==> config.mk <==
export PLATFORM = sky130hd
export DESIGN_NAME = sd_card_detect_ctrl_flat
export DESIGN_NICKNAME = d
export VERILOG_FILES = /design/src/rtl/sd_card_detect_ctrl_if.sv /design/src/rtl/sd_card_detect_ctrl.sv /design/src/flat_wrapper.sv
export SDC_FILE = /design/constraint.sdc
export NUM_CORES = 1
export LEC_CHECK = 0
export BUFFER_PORTS_ARGS = -buffer_cell sky130_fd_sc_hd__buf_2
export CAP_MARGIN = 20
export CORE_MARGIN = 2
export CORE_UTILIZATION = 30
export CTS_CLUSTER_SIZE = 25
export DETAILED_ROUTE_END_ITERATION = 6
export GPL_TIMING_DRIVEN = 1
export PLACE_DENSITY_LB_ADDON = 0.05
export SYNTH_ARGS = -nofsm -noshare
export SYNTH_HDL_FRONTEND = slang
export SYNTH_SLANG_ARGS = --single-unit
==> constraint.sdc <==
create_clock -name clk -period 2.9 [get_ports clk]
set_clock_uncertainty 0.15 [all_clocks]
set_input_delay 0.58 -clock clk [delete_from_list [all_inputs] [get_ports clk]]
set_output_delay 0.58 -clock clk [all_outputs]
set_load 0.1 [all_outputs]
==> src/rtl/sd_card_detect_ctrl_if.sv <==
// Signal bundle between the SD socket/host side and the card-detect controller.
// slave  : the controller (takes socket pins and host eject, drives status/irq)
// master : whatever drives the pins and consumes the status (host side / testbench)
interface sd_card_detect_ctrl_if;
  logic cd_n;
  logic wp;
  logic soft_eject;
  logic wp_sync;
  logic card_present;
  logic pwr_en;
  logic clk_en;
  logic insert_irq;
  logic remove_irq;

  modport master (
    output cd_n,
    output wp,
    output soft_eject,
    input  wp_sync,
    input  card_present,
    input  pwr_en,
    input  clk_en,
    input  insert_irq,
    input  remove_irq
  );

  modport slave (
    input  cd_n,
    input  wp,
    input  soft_eject,
    output wp_sync,
    output card_present,
    output pwr_en,
    output clk_en,
    output insert_irq,
    output remove_irq
  );
endinterface

==> src/rtl/sd_card_detect_ctrl.sv <==
// SD socket front end: synchronizes card-detect / write-protect pins, debounces
// card-detect, sequences slot power and card clock, and raises insert/remove pulses.
//
// state   | meaning
// --------+-----------------------------------------------------------------
// EMPTY   | no card seen, slot unpowered
// DEB_IN  | card-detect asserted, waiting for it to hold DEBOUNCE_CYC cycles
// PWRUP   | slot powered, waiting PWRUP_CYC cycles before enabling the clock
// READY   | card powered, clocked and reported present
// DEB_OUT | card-detect dropped while ready, waiting for it to hold
// HOLD    | host ejected the card; unpowered until it is physically removed
module sd_card_detect_ctrl #(
  parameter int CNT_W        = 20,
  parameter int DEBOUNCE_CYC = 50000,
  parameter int PWRUP_CYC    = 25000
) (
  input logic                 clk,
  input logic                 rst,
  sd_card_detect_ctrl_if.slave sd
);

  typedef enum logic [2:0] {
    EMPTY   = 3'd0,
    DEB_IN  = 3'd1,
    PWRUP   = 3'd2,
    READY   = 3'd3,
    DEB_OUT = 3'd4,
    HOLD    = 3'd5
  } state_t;

  localparam logic [CNT_W-1:0] DEB_LAST = CNT_W'(DEBOUNCE_CYC - 1);
  localparam logic [CNT_W-1:0] PWR_LAST = CNT_W'(PWRUP_CYC - 1);

  state_t           state, state_nxt;
  logic [CNT_W-1:0] cnt, cnt_nxt;

  logic cd_s1, cd_s2;
  logic wp_s1, wp_s2;
  logic pres;

  logic card_present_q, pwr_en_q, clk_en_q, insert_irq_q, remove_irq_q;

  // Two-flop synchronizers; card-detect resets to "absent" (pin high).
  always_ff @(posedge clk) begin
    if (rst) begin
      cd_s1 <= 1'b1;
      cd_s2 <= 1'b1;
      wp_s1 <= 1'b0;
      wp_s2 <= 1'b0;
    end else begin
      cd_s1 <= sd.cd_n;
      cd_s2 <= cd_s1;
      wp_s1 <= sd.wp;
      wp_s2 <= wp_s1;
    end
  end

  assign pres = ~cd_s2;

  // State and shared debounce/power-up counter registers.
  always_ff @(posedge clk) begin
    if (rst) begin
      state <= EMPTY;
      cnt   <= '0;
    end else begin
      state <= state_nxt;
      cnt   <= cnt_nxt;
    end
  end

  // Next-state and counter logic; the counter restarts on every state change.
  always_comb begin
    state_nxt = state;
    cnt_nxt   = cnt;
    case (state)
      EMPTY: begin
        if (pres) state_nxt = DEB_IN;
      end
      DEB_IN: begin
        if (!pres)                 state_nxt = EMPTY;
        else if (cnt == DEB_LAST)  state_nxt = PWRUP;
        else                       cnt_nxt   = cnt + CNT_W'(1);
      end
      PWRUP: begin
        if (!pres)                 state_nxt = EMPTY;
        else if (cnt == PWR_LAST)  state_nxt = READY;
        else                       cnt_nxt   = cnt + CNT_W'(1);
      end
      READY: begin
        // Eject takes priority over a simultaneous removal.
        if (sd.soft_eject)         state_nxt = HOLD;
        else if (!pres)            state_nxt = DEB_OUT;
      end
      DEB_OUT: begin
        if (sd.soft_eject)         state_nxt = HOLD;
        else if (pres)             state_nxt = READY;
        else if (cnt == DEB_LAST)  state_nxt = EMPTY;
        else                       cnt_nxt   = cnt + CNT_W'(1);
      end
      HOLD: begin
        if (!pres) state_nxt = EMPTY;
      end
      default: begin
        state_nxt = EMPTY;
      end
    endcase
    if (state_nxt != state) cnt_nxt = '0;
  end

  // Outputs registered from the next state so they line up with the state register.
  always_ff @(posedge clk) begin
    if (rst) begin
      card_present_q <= 1'b0;
      pwr_en_q       <= 1'b0;
      clk_en_q       <= 1'b0;
      insert_irq_q   <= 1'b0;
      remove_irq_q   <= 1'b0;
    end else begin
      pwr_en_q       <= (state_nxt == PWRUP) || (state_nxt == READY) || (state_nxt == DEB_OUT);
      clk_en_q       <= (state_nxt == READY) || (state_nxt == DEB_OUT);
      card_present_q <= (state_nxt == READY) || (state_nxt == DEB_OUT);
      // Only a fresh power-up counts as an insertion; returning from DEB_OUT does not.
      insert_irq_q   <= (state == PWRUP) && (state_nxt == READY);
      remove_irq_q   <= ((state == READY) || (state == DEB_OUT)) &&
                        ((state_nxt == EMPTY) || (state_nxt == HOLD));
    end
  end

  assign sd.wp_sync      = wp_s2;
  assign sd.card_present = card_present_q;
  assign sd.pwr_en       = pwr_en_q;
  assign sd.clk_en       = clk_en_q;
  assign sd.insert_irq   = insert_irq_q;
  assign sd.remove_irq   = remove_irq_q;

endmodule

==> src/flat_wrapper.sv <==
// flat-port wrapper written by rule: the top's interface ports become plain ports
module sd_card_detect_ctrl_flat 
#(
  parameter int CNT_W        = 20,
  parameter int DEBOUNCE_CYC = 50000,
  parameter int PWRUP_CYC    = 25000
)
  (clk, rst, sd_cd_n, sd_wp, sd_soft_eject, sd_wp_sync, sd_card_present, sd_pwr_en, sd_clk_en, sd_insert_irq, sd_remove_irq);
  sd_card_detect_ctrl_if sd_i ();
  input logic clk;
  input logic rst;
  input wire logic [$bits(sd_i.cd_n)-1:0] sd_cd_n;
  input wire logic [$bits(sd_i.wp)-1:0] sd_wp;
  input wire logic [$bits(sd_i.soft_eject)-1:0] sd_soft_eject;
  output wire logic [$bits(sd_i.wp_sync)-1:0] sd_wp_sync;
  output wire logic [$bits(sd_i.card_present)-1:0] sd_card_present;
  output wire logic [$bits(sd_i.pwr_en)-1:0] sd_pwr_en;
  output wire logic [$bits(sd_i.clk_en)-1:0] sd_clk_en;
  output wire logic [$bits(sd_i.insert_irq)-1:0] sd_insert_irq;
  output wire logic [$bits(sd_i.remove_irq)-1:0] sd_remove_irq;
  assign sd_i.cd_n = sd_cd_n;
  assign sd_i.wp = sd_wp;
  assign sd_i.soft_eject = sd_soft_eject;
  assign sd_wp_sync = sd_i.wp_sync;
  assign sd_card_present = sd_i.card_present;
  assign sd_pwr_en = sd_i.pwr_en;
  assign sd_clk_en = sd_i.clk_en;
  assign sd_insert_irq = sd_i.insert_irq;
  assign sd_remove_irq = sd_i.remove_irq;
  sd_card_detect_ctrl #(.CNT_W(CNT_W), .DEBOUNCE_CYC(DEBOUNCE_CYC), .PWRUP_CYC(PWRUP_CYC)) u_core (.clk(clk), .rst(rst), .sd(sd_i));
endmodule
==> flow_summary.yaml, run 1 <==
run_status:
  outcome: "finished clean"
route:
  wl_met2_um: 1670
  drc_errors: 0
  num_vias: 1464
  drt_wl_total_um: 3790
  drt_iter0_drc: 64
  drt-met1-wl_um: 1910
  met3_length_um: 150
  dr.max_layer_used: "met4"
  avgRoutedWirePerCell_um: 13.3
  ant_nets: 0
  via_per_inst: 5.12
  dr.pass1.iters: 4
global_routing:
  grt_pass1_wl_um: 6580
  grt_util_all_layers: 0.136
  grt_antenna_before_repair: 0
  grt_max_degree: 21
  grt_pass1_vias: 1373
  overflow: 0
sta:
  finalWorstSetupSlack_ns: 0.592
  hold_viol_final: 0
  drv_slew: 0
  max_freq_mhz: 433
  fin_crit_sh: 0.796
  worstMarginPinSlew_ns: 0.556
  finalCriticalPeriod_ns: 2.31
  setup_violations: 0
  setup_tns_ns: 0
  slew_headroom: 0.625
  rsz0062_at_grt: "false"
yosys:
  seq_area_frac_synth: 0.374
  yosysUniqueCellTypes: 45
  synth_area_um2: 1660
  synth_edf_count: 0
  ys_ff_latch: 31
  ys.flop_type: "dfxtp_1"
  synthCells: 205
  synth.avg_cell_area_um2: 8.10
  yosysWarnings: 0
  async_flop_share: 0
  syn-num-nets: 211
die:
  initial_utilization: 0.305
  die_area_um2: 6150
  num_rows: 27
  dieWidth_um: 78.4
  die_h_um: 78.4
  core_area_um2: 5440
  io_pins: 11
placed_design:
  io_buffers: 10
  gp_congestion: 0.831
  place_hpwl_um: 2800
  pre_cts_ws_ns: 0.551
  place_inst: 278
cells_and_area:
  area_growth_syn_to_layout_pct: 13.1
  final_cell_mix: "dfxtp_1 (31), a21oi_1 (21), nor2_1 (19)"
  final_common_cell: "dfxtp_1"
  finalNonFillerCells: 286
  nets: 219
  drive_above_1_share: 0.131
  antennaDiodeCount: 0
  fillers: 594
cts:
  clockRootBuffer: "clkbuf_8"
  clock-sinks: 31
  ctsHtreeMaxLevel: 2
  postCtsSetupRepairBufs: 0
  cts_buffers: 5
  ctsResizeCount: 0
  clk_pin_slew_ns: 0.07
  cts_tree: "built"
  worstSkewPairLatency_ns: 0.28
  hold_buffers: 0
  clock_path_buffers: 2
critical_path:
  critical_path_class: "reg2reg"
  reg2reg_depth: 7
  cp.arrival_ns: 2.33
  path_cells: "ha_1 -> and4bb_2 -> nand3_1 -> o211ai_1 -> a21boi_0 -> xnor2_1 -> nor2_1"
  required_ns: 2.92
  crit_path_max_incr_delay_ns: 0.51
  worst-path-max-fanout: 6
  critPathLaunch: "u_core.cnt[0]$_SDFFE_PP0P_"
  r2r-start: "u_core.cnt[0]$_SDFFE_PP0P_"
  critical_path.slowest_cell: "o211ai_1"
  reg2reg_to: "u_core.cnt[11]$_SDFFE_PP0P_"
  reg2reg_slack_ns: 0.59
  crit_path_end_kind: "flop"
  worst_setup_path_start_kind: "flop"
power_and_ir_drop:
  ir_drop_mv: 0.266
  finalPower_mw: 0.901
  p_per_area_nw_per_um2: 480
  p_leak_nw: 0.624
worst_hold_path:
  min_from: "u_core.cd_s1$_SDFF_PP1_"
  hp-class: "reg2reg"
  whs_path_depth: 1
  whs_endpoint: "u_core.cd_s2$_SDFF_PP1_"
job:
  maxCapViolCount: 0
## kinds of logic (layout without fill, tap and decap cells)
logic type               count (synthesis)  count (layout)  share of synthesized area
flip-flops                              31              31                      0.374
buffers and inverters                   16              25                     0.0422
AND/OR/NAND/NOR                         89              89                      0.307
XOR/XNOR                                15              15                     0.0791
AO/OA/AOI/OAI                           53              53                      0.191
adder cells (fa/ha/maj)                  1               1                    0.00753
## worst max-delay path: cells and delay by family (launching register included)
family          cells  cell delay [ns]
compound gates      2             0.72
xor+xnor            1             0.17
flops               1             0.41
fa+ha+maj           1             0.25
simple gates        3             0.49
## sequential cells by signal, summed over array words and instances, names as in the netlist
signal	flops
u_core.sd.insert_irq	1
u_core.sd.clk_en	1
u_core.wp_s1	1
u_core.cd_s2	1
u_core.sd.wp_sync	1
u_core.sd.remove_irq	1
u_core.sd.pwr_en	1
u_core.cnt	20
u_core.cd_s1	1
u_core.state	3
## power by group
group	internal [mW]	switching, mW	leakage, nW	total, mW
clock	0.278	0.160	0.0612	0.438
combinational	0.0103	0.0201	0.312	0.0304
sequential	0.429	0.00381	0.251	0.433
total	0.717	0.184	0.624	0.901
## metrics by stage
| step | hold slack (ns) | instance area (um^2) | util |
|---|---|---|---|
| CTS | 0.274 | 1880 | 0.345 |
| floorplan | 0.239 | 1660 | - |
| global route | 0.285 | 1880 | 0.345 |
| detailed placement | 0.250 | 1760 | 0.324 |
| global placement | 0.251 | 1760 | 0.324 |
| finish | 0.268 | 1880 | 0.345 |
## worst max-delay path by stage
stage,cells after the start,slack [ns],to
floorplan,7,0.71,u_core.cnt[12]$_SDFFE_PP0P_
CTS,7,0.54,u_core.cnt[11]$_SDFFE_PP0P_
global placement,7,0.59,u_core.cnt[12]$_SDFFE_PP0P_
detailed placement,7,0.55,u_core.cnt[12]$_SDFFE_PP0P_
finish,7,0.59,u_core.cnt[11]$_SDFFE_PP0P_
global route,7,0.33,u_core.cnt[11]$_SDFFE_PP0P_
## routing by layer
| metal | global-route usage | vias to the layer above |
|---|---|---|
| met1 | 0.189 | 686 |
| met4 | 0.0474 | 0 |
| met3 | 0.0345 | 6 |
| li1 | - | 748 |
| met5 | 0 | - |
| met2 | 0.204 | 24 |
## final cells by class
type | count | area [um^2] | share of cell area
sequential | 31 | 621 | 0.330
clock inverter | 2 | 35.0 | 0.0187
tap | 72 | 90.1 | 0.0480
multi-input combinational | 158 | 970 | 0.516
timing repair buffer | 11 | 57.6 | 0.0306
inverter | 6 | 22.5 | 0.0120
clock buffer | 6 | 82.6 | 0.0440
## synth_stat cells, types with 3 or more instances
master    count  area share
xnor2_1      14       0.074
nor2b_1       5       0.019
nand3_1      11       0.033
or3_1         4       0.015
o211ai_1      4       0.018
and3_1        5       0.019
dfxtp_1      31        0.37
and4_1        4       0.021
nand2_1      15       0.034
o21ai_0      13       0.039
a21oi_1      21       0.063
nor3_1        5       0.015
inv_1         6       0.014
and4bb_2      3       0.023
nor2_1       19       0.043
clkbuf_1      6       0.014
Power figures use the tool's default switching activity.
==> inputs of run 2 (changes only) <==
--- a/config.mk
+++ b/config.mk
@@ -5,6 +5,7 @@
 export SDC_FILE = /design/constraint.sdc
 export NUM_CORES = 1
 export LEC_CHECK = 0
+export ABC_AREA = 1
 export BUFFER_PORTS_ARGS = -buffer_cell sky130_fd_sc_hd__buf_2
 export CAP_MARGIN = 20
 export CORE_MARGIN = 2
==> constraint.sdc (replaced) <==
create_clock -name clk -period 2.2 [get_ports clk]
set_clock_uncertainty 0.15 [all_clocks]
set_input_delay 0.44 -clock clk [delete_from_list [all_inputs] [get_ports clk]]
set_output_delay 0.44 -clock clk [all_outputs]
set_load 0.1 [all_outputs]
==> flow_summary.yaml, run 2 <==
critical_path:
  worst_setup_path_start_kind: "flop"
  r2r-start: "u_core.state[0]$_SDFF_PP0_"
  required_ns: 2.26
  reg2reg_slack_ns: 0.22
  reg2reg_depth: 11
  cp.arrival_ns: 2.04
  worst-path-max-fanout: 20
  reg2reg_to: "u_core.cnt[0]$_SDFFE_PP0P_"
  crit_path_end_kind: "flop"
  critical_path_class: "reg2reg"
global_routing:
  grt_pass1_wl_um: 8720
  grt_util_all_layers: 0.147
  overflow: 0
  grt_max_degree: 30
  grt_antenna_before_repair: 0
  grt_pass1_vias: 1792
power_and_ir_drop:
  p_int_mw: 0.950
  switching_share: 0.224
  p_clk_frac: 0.487
  p_per_area_nw_per_um2: 499
  p_seq_frac: 0.464
  p_leak_nw: 0.905
  combPwrFrac: 0.049
  power.switching_mw: 0.274
  ir_drop_mv: 0.219
  finalPower_mw: 1.22
yosys:
  synth.area.top_cells: "dfxtp_1 (29%), nand2_1 (14%), nor3_2 (9.9%)"
  synthCells: 324
  synth_edf_count: 0
  synth_top_area_cell: "dfxtp_1"
  netlist.area_leader.share: 0.292
  synth.most_common_cell: "nand2_1"
  synth.avg_cell_area_um2: 6.57
  synth_area_um2: 2130
  async_flop_share: 0
  ys.flop_type: "dfxtp_1"
  ys_ff_latch: 31
  yosysWarnings: 0
  synth_common_cells: "nand2_1 (80), inv_1 (53), nor2_1 (39), dfxtp_1 (31), nor3_2 (21)"
  syn-num-nets: 330
  seq_area_frac_synth: 0.292
  yosysUniqueCellTypes: 30
cts:
  ctsHtreeMaxLevel: 2
  worstSkewPairLatency_ns: 0.29
  clock-sinks: 31
  clock_path_buffers: 2
  clk_pin_slew_ns: 0.07
  cts_tree: "built"
  hold_buffers: 0
  clockRootBuffer: "clkbuf_8"
  cts_buffers: 5
die:
  die_area_um2: 7780
  num_rows: 30
  die_h_um: 88.2
  initial_utilization: 0.312
  dieWidth_um: 88.2
  core_area_um2: 6830
  io_pins: 11
cells_and_area:
  antennaDiodeCount: 0
  drive_above_1_share: 0.202
  finalNonFillerCells: 437
  area_growth_syn_to_layout_pct: 15.3
  largest_reg_flops: 20
  final_common_cell: "nand2_1"
  regMostFlops: "u_core.cnt"
  multi_input_area_um2: 1220
  final_cell_mix: "nand2_1 (80), inv_1 (53), nor2_1 (39)"
  largestRegisters: "u_core.cnt: 20 flops, u_core.state: 3 flops"
  fin_util: 0.359
  nets: 346
  regArea_um2: 623
  fillers: 779
sta:
  setup_tns_ns: 0
  drv_slew: 0
  hold_viol_final: 0
  slew_headroom: 0.684
  finalCriticalPeriod_ns: 1.98
  worstMarginPinSlew_ns: 0.470
  fin_crit_sh: 0.899
  max_freq_mhz: 506
  rsz0062_at_grt: "false"
  setup_violations: 0
run_status:
  outcome: "finished clean"
placed_design:
  io_buffers: 10
  place_inst: 429
  place_hpwl_um: 4050
  gp_congestion: 0.797
worst_hold_path:
  whs_path_depth: 2
  min_from: "sd_cd_n"
  whs_endpoint: "u_core.cd_s1$_SDFF_PP1_"
  hp-class: "in2reg"
route:
  avgRoutedWirePerCell_um: 11.8
  num_vias: 1906
  drc_errors: 0
  dr.pass1.iters: 4
  via_per_inst: 4.36
  ant_nets: 0
  drt_wl_total_um: 5170
  drt_iter0_drc: 86
job:
  maxCapViolCount: 0
==> run 2: final cells by class <==
class | instances | share of cell area
clock buffer | 6 | 0.0336
clock inverter | 2 | 0.0143
inverter | 57 | 0.0877
multi-input combinational | 226 | 0.498
sequential | 31 | 0.254
tap | 96 | 0.0489
timing repair buffer | 19 | 0.0632
==> run 2: worst max-delay path, cell delays in order (launching register included) <==
cell and delay (ns):
dfxtp_1 0.48, inv_1 0.10, nand3_1 0.10, nor2_1 0.07, clkinv_1 0.08, o31ai_1 0.06, nor2_1 0.23, nand2_4 0.11
nand2_2 0.07, nand3_2 0.09, buf_12 0.18, nor3_2 0.17
==> run 2: routing by layer <==
metal | up-vias | wire, um | track usage
li1 | 1037 | - | -
met1 | 834 | 2320 | 0.178
met2 | 26 | 2610 | 0.258
met3 | 9 | 155 | 0.0308
met4 | 0 | 82 | 0.0482
met5 | - | 0 | 0
==> run 2: kinds of logic after synthesis <==
group	Yosys count	synth area share
compound gates	23	0.0570
xor+xnor	15	0.0617
fa+ha+maj	1	0.00588
buf+inv	67	0.139
flops	31	0.292
simple gates	187	0.444
==> run 2: stage by stage <==
stage                     setup WS [ns]  cell area, um^2  hold slack (ns)
after CTS                         0.117             2440            0.185
after global routing            0.00695             2450            0.186
after global placement            0.110             2320            0.242
after detailed placement          0.126             2320            0.251
final                             0.223             2450            0.191
after floorplan                   0.254             2130            0.238
==> run 2: how the worst max path moves through the flow <==
stage | startpoint | to | slack (ns) | cells after the start
after floorplan | u_core.sd.clk_en$_SDFF_PP0_ | sd_clk_en | 0.25 | 1
after global placement | u_core.cnt[1]$_SDFFE_PP0P_ | u_core.cnt[5]$_SDFFE_PP0P_ | 0.11 | 12
after detailed placement | u_core.cnt[1]$_SDFFE_PP0P_ | u_core.cnt[18]$_SDFFE_PP0P_ | 0.13 | 12
after CTS | u_core.cnt[1]$_SDFFE_PP0P_ | u_core.cnt[18]$_SDFFE_PP0P_ | 0.12 | 12
after global routing | u_core.cnt[1]$_SDFFE_PP0P_ | u_core.cnt[0]$_SDFFE_PP0P_ | 0.007 | 12
final | u_core.state[0]$_SDFF_PP0_ | u_core.cnt[0]$_SDFFE_PP0P_ | 0.22 | 11
==> run 2: power groups by stage <==
stage	Clock, mW	Combinational (mW)	Sequential, mW
2_1_floorplan	0	0.0416	0.585
3_3_place_gp	0	0.0624	0.581
3_5_place_dp	0	0.0623	0.581
4_1_cts	0.617	0.0624	0.568
5_1_grt	0.644	0.0683	0.568
6_report	0.596	0.0606	0.568
==> run 2: timing repair <==
| item | CTS | global route |
|---|---|---|
| endpoints found under the setup margin | 0 | 21 |
| setup buffers | 0 | 0 |
| gates resized for setup | 0 | 4 |
==> inputs of run 3 (changes only) <==
--- a/config.mk
+++ b/config.mk
@@ -5,11 +5,10 @@
 export SDC_FILE = /design/constraint.sdc
 export NUM_CORES = 1
 export LEC_CHECK = 0
-export ABC_AREA = 1
 export BUFFER_PORTS_ARGS = -buffer_cell sky130_fd_sc_hd__buf_2
 export CAP_MARGIN = 20
 export CORE_MARGIN = 2
-export CORE_UTILIZATION = 30
+export CORE_UTILIZATION = 59
 export CTS_CLUSTER_SIZE = 25
 export DETAILED_ROUTE_END_ITERATION = 6
 export GPL_TIMING_DRIVEN = 1
==> flow_summary.yaml, run 3 (synthesis results as in run 1) <==
sta:
  hold_viol_final: 0
  worstMarginPinSlew_ns: 0.486
  max_freq_mhz: 477
  finalCriticalPeriod_ns: 2.09
  finalWorstSetupSlack_ns: 0.106
  fin_crit_sh: 0.952
  drv_slew: 0
  setup_violations: 0
  slew_headroom: 0.678
  hold_ws_ns: 0.119
  rsz0062_at_grt: "true"
critical_path:
  critPathLaunch: "u_core.cnt[13]$_SDFFE_PP0P_"
  reg2reg_slack_ns: 0.11
  crit_path_end_kind: "flop"
  cp_top_family: "simple AND/OR/NAND/NOR gates"
  critical_path.slowest_cell: "o21ai_1"
  critical_path_class: "reg2reg"
  reg2reg_depth: 7
  cp.arrival_ns: 2.18
  path_cells: "buf_4 -> nor4bb_1 -> nand2_1 -> o21ai_1 -> a21oi_1 -> xnor2_1 -> nor2_1"
  path_buf_inv: 1
  r2r-start: "u_core.cnt[13]$_SDFFE_PP0P_"
  worst-path-max-fanout: 6
  required_ns: 2.29
  worst_setup_path_start_kind: "flop"
  reg2reg_to: "u_core.cnt[9]$_SDFFE_PP0P_"
  cp-endpoint: "u_core.cnt[9]$_SDFFE_PP0P_"
  cp_num_cells: 7
  crit_path_max_incr_delay_ns: 0.41
placed_design:
  place_hpwl_um: 2580
  gp_congestion: 0.841
  io_buffers: 10
  pre_cts_ws_ns: 0.0844
  place_inst: 252
  dpl_cell_area_um2: 1820
cells_and_area:
  area_growth_syn_to_layout_pct: 16.1
  finalNonFillerCells: 260
  final_common_cell: "dfxtp_1"
  antennaDiodeCount: 0
  largestRegisters: "u_core.cnt: 20 flops, u_core.state: 3 flops"
  nets: 234
  drive_above_1_share: 0.197
  fin_util: 0.711
  largest_reg_flops: 20
  fin_area_um2: 1930
  regMostFlops: "u_core.cnt"
  final_cell_mix: "dfxtp_1 (31), a21oi_1 (21), nor2_1 (19)"
global_routing:
  overflow: 0
  grt_max_degree: 21
  grt_pass1_vias: 1404
  grt_antenna_before_repair: 0
  grt_util_all_layers: 0.237
  grt_pass1_wl_um: 6010
die:
  die_area_um2: 3250
  core_area_um2: 2710
  die_h_um: 57.1
  num_rows: 19
  initial_utilization: 0.613
  io_pins: 11
  dieWidth_um: 57.1
cts:
  ctsResizeCount: 0
  postCtsSetupRepairBufs: 0
  cts_buffers: 5
  clock_path_buffers: 2
  hold_buffers: 0
  cts_tree: "built"
  clock-sinks: 31
  clockRootBuffer: "clkbuf_4"
  ctsHtreeMaxLevel: 2
  clk_pin_slew_ns: 0.10
  worstSkewPairLatency_ns: 0.35
route:
  dr.pass1.iters: 4
  via_per_inst: 6.01
  drc_errors: 0
  num_vias: 1562
  drt_iter0_drc: 73
  drt_wl_total_um: 3580
  ant_nets: 0
  avgRoutedWirePerCell_um: 13.8
power_and_ir_drop:
  p_leak_nw: 0.688
  p_per_area_nw_per_um2: 566
  ir_drop_mv: 0.601
run_status:
  outcome: "finished clean"
job:
  maxCapViolCount: 0
worst_hold_path:
  hp-class: "in2reg"
==> run 3: changes by cell type in the layout (fill, tap and decap cells not counted), sizes merged, moves of 16 or more <==
cell and delta:
nand2 -71, inv -49, nor3 -26, nor2 -23
a21oi +16
==> run 3: cell type report <==
type / instances / area, um^2
clock buffer: 6 / 51.3
clock inverter: 2 / 35.0
fill: 218 / 783
inverter: 6 / 22.5
multi-input combinational: 158 / 988
sequential: 31 / 621
tap: 31 / 38.8
timing repair buffer: 26 / 170
==> run 3: layer usage <==
metal / up-vias / global-route usage / routed length (um)
met1: 736 / 0.301 / 1720
met5: - / 0 / 0
met2: 40 / 0.373 / 1620
li1: 779 / - / -
met4: 0 / 0.116 / 68
met3: 7 / 0.0612 / 174
==> run 3: how the worst min path moves through the flow <==
stage | startpoint | end | slack [ns] | depth (start not counted)
after detailed placement | u_core.cd_s1$_SDFF_PP1_ | u_core.cd_s2$_SDFF_PP1_ | 0.25 | 1
after global routing | sd_cd_n | u_core.cd_s1$_SDFF_PP1_ | 0.12 | 2
final | sd_cd_n | u_core.cd_s1$_SDFF_PP1_ | 0.12 | 2
after global placement | u_core.cd_s1$_SDFF_PP1_ | u_core.cd_s2$_SDFF_PP1_ | 0.25 | 1
after CTS | sd_cd_n | u_core.cd_s1$_SDFF_PP1_ | 0.12 | 2
after floorplan | u_core.cd_s1$_SDFF_PP1_ | u_core.cd_s2$_SDFF_PP1_ | 0.24 | 1
==> run 3: through the flow <==
stage / TNS (ns) / power [mW]
after floorplan: 0 / 0.612
after global routing: -0.0169 / 1.12
final: 0 / 1.09
after global placement: 0 / 0.625
after CTS: 0 / 1.09
after detailed placement: 0 / 0.626
==> run 3: report_power, final <==
group	total, mW	internal (mW)	switching [mW]
logic	0.0474	0.0170	0.0304
clock network	0.476	0.268	0.208
registers	0.567	0.565	0.00233
